[src/rtl/fetch_pc_predictor.sv]
// Fetch-stage next-PC generator with a PC-indexed table of saturating
// direction counters, execute-stage redirect handling and perf counters.
module fetch_pc_predictor #(
   parameter logic [31:0] RESET_PC    = 32'h4000_0000,
   parameter int          BHT_ENTRIES = 64,
   parameter int          CTR_BITS    = 2
) (
   input  logic        clk,
   input  logic        rst,
   input  logic        bp_enable,
   input  logic        stall,
   input  logic        f_is_br,
   input  logic        f_is_jal,
   input  logic [31:0] f_target,
   input  logic        x_br_valid,
   input  logic [31:0] x_pc,
   input  logic        x_taken,
   input  logic        x_pred_taken,
   input  logic [31:0] x_target,
   input  logic        x_is_jalr,
   input  logic [31:0] x_jalr_target,
   output logic [31:0] pc,
   output logic [31:0] next_pc,
   output logic        pred_taken,
   output logic        flush,
   output logic [31:0] perf_branches,
   output logic [31:0] perf_mispredicts
);

   localparam int IDX = $clog2(BHT_ENTRIES);
   localparam logic [CTR_BITS-1:0] CTR_MAX  = '1;
   localparam logic [CTR_BITS-1:0] CTR_ZERO = '0;
   localparam logic [CTR_BITS-1:0] CTR_ONE  = CTR_BITS'(1);
   // Weakly not-taken: all ones shifted right gives 2^(CTR_BITS-1)-1.
   localparam logic [CTR_BITS-1:0] CTR_INIT = CTR_MAX >> 1;

   logic [CTR_BITS-1:0] bht [BHT_ENTRIES];
   logic [IDX-1:0]      rd_idx;
   logic [IDX-1:0]      wr_idx;
   logic                mispred;
   logic [31:0]         redirect_target;

   assign rd_idx = pc[IDX+1:2];
   assign wr_idx = x_pc[IDX+1:2];

   always_comb begin
      pred_taken      = 1'b0;
      mispred         = 1'b0;
      flush           = 1'b0;
      redirect_target = x_taken ? x_target : x_pc + 32'd4;
      if (!rst) begin
         pred_taken = bp_enable & f_is_br & bht[rd_idx][CTR_BITS-1];
         mispred    = x_br_valid & (x_taken != x_pred_taken);
         flush      = mispred | x_is_jalr;
      end
   end

   // Redirects from execute outrank stall; stall outranks fetch-side jumps.
   always_comb begin
      next_pc = pc + 32'd4;
      if (rst)
         next_pc = RESET_PC;
      else if (mispred)
         next_pc = redirect_target;
      else if (x_is_jalr)
         next_pc = x_jalr_target;
      else if (stall)
         next_pc = pc;
      else if (f_is_jal || pred_taken)
         next_pc = f_target;
   end

   always_ff @(posedge clk) begin
      if (rst) begin
         pc               <= RESET_PC;
         perf_branches    <= 32'd0;
         perf_mispredicts <= 32'd0;
         for (int i = 0; i < BHT_ENTRIES; i++)
            bht[i] <= CTR_INIT;
      end else begin
         pc <= next_pc;
         if (x_br_valid) begin
            perf_branches <= perf_branches + 32'd1;
            if (x_taken && bht[wr_idx] != CTR_MAX)
               bht[wr_idx] <= bht[wr_idx] + CTR_ONE;
            else if (!x_taken && bht[wr_idx] != CTR_ZERO)
               bht[wr_idx] <= bht[wr_idx] - CTR_ONE;
         end
         if (mispred)
            perf_mispredicts <= perf_mispredicts + 32'd1;
      end
   end

endmodule
[config.mk]
export PLATFORM = sky130hd
export DESIGN_NAME = fetch_pc_predictor
export DESIGN_NICKNAME = d
export VERILOG_FILES = /design/src/rtl/fetch_pc_predictor.sv
export SDC_FILE = /design/constraint.sdc
export NUM_CORES = 1
export LEC_CHECK = 0
export ABC_AREA = 0
export CORE_UTILIZATION = 49
export CTS_BUF_LIST = sky130_fd_sc_hd__clkbuf_2
export DETAILED_ROUTE_END_ITERATION = 10
export GPL_ROUTABILITY_DRIVEN = 0
export PLACE_DENSITY = 0.81
export SETUP_SLACK_MARGIN = 0.05
export SYNTH_ARGS = -nofsm -noshare
export SYNTH_HDL_FRONTEND = slang
export SYNTH_SLANG_ARGS = --single-unit
[constraint.sdc]
create_clock -name clk -period 5.5 [get_ports clk]
set_input_delay 1.65 -clock clk [delete_from_list [all_inputs] [get_ports clk]]
set_output_delay 1.65 -clock clk [all_outputs]
set_load 0.05 [all_outputs]
==> flow_metrics.tcl <==
set metrics [dict create \
    fmax_ghz 0.161 \
    peakVddDrop_mv 0.117 \
    arrival_ns 4.56 \
    overflow 0 \
    antenna_left 0 \
    critPathRequiredTime_ns 3.85 \
    status "finished with violations" \
    core.rowCount 60 \
    synth_top_cell_by_area "edfxtp_1" \
    ys_ff_latch 224 \
    synth_warnings 0 \
    coreArea_um2 27200 \
    num_io_pins 268 \
    setup_violations 27 \
    tritoncts "built" \
    cap_viol_max_count 1 \
    initial_utilization 0.505 \
    leakage_nw 7.01 \
    yosys.area.top_type_share 0.280 \
    fin_ws_ns -0.713 \
    avgRoutedWirePerCell_um 26.3 \
    cts.sinks 224 \
    finClkSkew_ns 0.153 \
    ys.flop_type "edfxtp_1" \
    design_area_um2 19800 \
    fin_crit_ns 6.21 \
    path_clk_slew_ns 0.08 \
    async_flop_share 0 \
    vias 15700 \
    hpwl_um 35900 \
    seq_area_frac_synth 0.421 \
    worst_pin_slew_ns 1.65 \
    clk_latency_ns 0.92 \
    grt_pass1_wl_um 80300 \
    port_buffers 267 \
    hold_path_class "register to register" \
    grt_setup_unrepaired "true" \
    violations "capacitance limit, slew limit, setup timing" \
    critPathLaunchType "input port" \
    period_share 1.13 \
    dr.first_iter.drc_count 3242 \
    worstSetupPathType "input port to output pin" \
    ys_types 78 \
    drv_slew 3 \
    drc 0 \
    clock_path_buffers 3 \
    cts-htree-levels 3 \
    cp-end-kind "output pin" \
    syn_inst 1466 \
    die_w_um 169 \
    syn_to_final_growth_pct 44.5 \
    grt_usage 0.362 \
    synth-edff-count 128 \
    die_y_um 169 \
    hold_violations 0 \
    synth_most_common_cell "nor2_1" \
    synth.top_cells.by_count "137 x nor2_1, 128 x edfxtp_1, 115 x nand2_1" \
    antenna_found_initial 9 \
    dpl_cell_area_um2 17900 \
    fin_nets 1990 \
    syn_area_um2 13700 \
    cts_buffers 66 \
    n_fill_cell 1768 \
    ctsHoldBuffers 0 \
    dr.pass1.iters 8 \
    synth_nets 1608 \
    fin_util 0.729 \
    cp_max_fo 6 \
    die-area_um2 28700 \
    viasPerCell 6.89 \
    grt_pass1_vias 14400 \
    grt_max_degree 72 \
    synthTopCellsByArea "edfxtp_1 28%, dfxtp_1 14%, nor2_1 3.8%" \
    wl_um 59800 \
    drive_gt1_frac 0.291 \
    slew_headroom -0.109 \
    clockRootBuffer "clkbuf_2" \
    power.density_nw_per_um2 235 \
    finalPower_mw 4.65 \
    syn-mean-instance-area_um2 9.35 \
]
==> per-stage QoR <==
step	worst slack, ns	setup TNS (ns)	cells	hold WS [ns]
final	-0.713	-3.21	2276	0.496
after CTS	-0.00427	-0.00427	2246	0.497
after global placement	-0.429	-7.05	2107	0.469
after global routing	-0.738	-3.90	2275	0.531
after detailed placement	-0.453	-8.13	2107	0.485
after floorplan	-0.309	-0.371	1466	0.704
==> layout by cell type, fill, tap and decap left out, types with 9 or more instances in the layout <==
| cell | Yosys | layout |
|---|---|---|
| mux2_2 | 23 | 18 |
| nor4_1 | 46 | 43 |
| xor2_1 | 54 | 54 |
| a21oi_2 | 1 | 12 |
| nand3_1 | 68 | 64 |
| dfxtp_1 | 96 | 93 |
| o21bai_1 | 16 | 16 |
| buf_12 | 0 | 40 |
| buf_4 | 5 | 147 |
| clkbuf_2 | 0 | 93 |
| nor2_1 | 137 | 130 |
| mux4_2 | 17 | 17 |
| o21ai_1 | 3 | 11 |
| buf_6 | 8 | 30 |
| clkinv_1 | 2 | 16 |
| edfxtp_1 | 128 | 128 |
| mux2i_1 | 51 | 40 |
| nand3b_1 | 9 | 9 |
| nand4_1 | 67 | 67 |
| or3_1 | 19 | 15 |
| xnor2_1 | 31 | 29 |
| clkdlybuf4s50_1 | 0 | 212 |
| a221oi_1 | 17 | 13 |
| nor2b_1 | 14 | 11 |
| o21ai_0 | 46 | 32 |
| a31o_1 | 19 | 19 |
| inv_1 | 14 | 13 |
| a211oi_1 | 19 | 10 |
| a31o_2 | 32 | 32 |
| and3_1 | 29 | 26 |
| o22ai_1 | 15 | 12 |
| a21oi_1 | 66 | 50 |
| a22oi_1 | 16 | 9 |
| nand2_1 | 115 | 106 |
| nor3_1 | 38 | 32 |
==> timing repair <==
action / CTS / global route
setup endpoints to repair: 32 / 32
cloned: 3 / 1
pin swaps: 35 / 53
resized for setup: 141 / 104
buffers inserted: 19 / 22
==> cell type report <==
type	count	area, µm²	area share
antenna	7	17.5	0.000884
clock buffer	93	465	0.0235
clock inverter	24	158	0.00796
inverter	16	60.1	0.00303
multi-input combinational	1089	8240	0.416
sequential	224	5770	0.291
tap	372	465	0.0235
timing repair buffer	451	4630	0.234
==> flip-flops by register name (all words and copies together) (netlist names) <==
| signal | flops |
|---|---|
| bht | 128 |
| pc | 32 |
| perf_branches | 32 |
| perf_mispredicts | 32 |
==> cells by family after synthesis <==
family,after synthesis,share of synthesized area
adder cells (fa/ha/maj),4,0.00365
AND/OR/NAND/NOR,589,0.222
multiplexers,96,0.0884
buffers and inverters,154,0.0511
AO/OA/AOI/OAI,313,0.159
XOR/XNOR,86,0.0555
flip-flops,224,0.421
==> power breakdown <==
part	total [mW]	switching (mW)	internal, mW	leakage [nW]
sequential	1.88	0.0674	1.81	1.89
combinational	1.41	0.838	0.576	4.65
clock	1.36	0.799	0.556	0.462
total	4.65	1.70	2.94	7.01
==> routing by layer <==
metal | track usage | wire [µm] | vias up
li1 | - | - | 6360
met1 | 0.415 | 18700 | 7204
met2 | 0.578 | 25800 | 1623
met3 | 0.0989 | 9500 | 494
met4 | 0.275 | 5700 | 6
met5 | 0 | 100 | -
==> path summary, 6_finish.rpt <==
check | start | to | slack, ns | depth (start not counted)
setup / recovery | rst | next_pc[10] | -0.71 | 10
hold / removal | perf_mispredicts[31] | perf_mispredicts[31] | 0.50 | 2
setup reg to reg | pc[2] | pc[10] | 2.00 | 12
hold reg to reg | perf_mispredicts[31] | perf_mispredicts[31] | 0.50 | 2
==> worst max-delay path, stage by stage <==
cell	delay (ns)
buf_4	0.13
nand3b_1	0.27
a2111o_1	0.61
buf_6	0.20
o21ai_4	0.14
buf_6	0.14
nand2_1	0.29
o21ai_2	0.66
a31oi_4	0.20
buf_12	0.27
(Power assumes the default switching activity.)
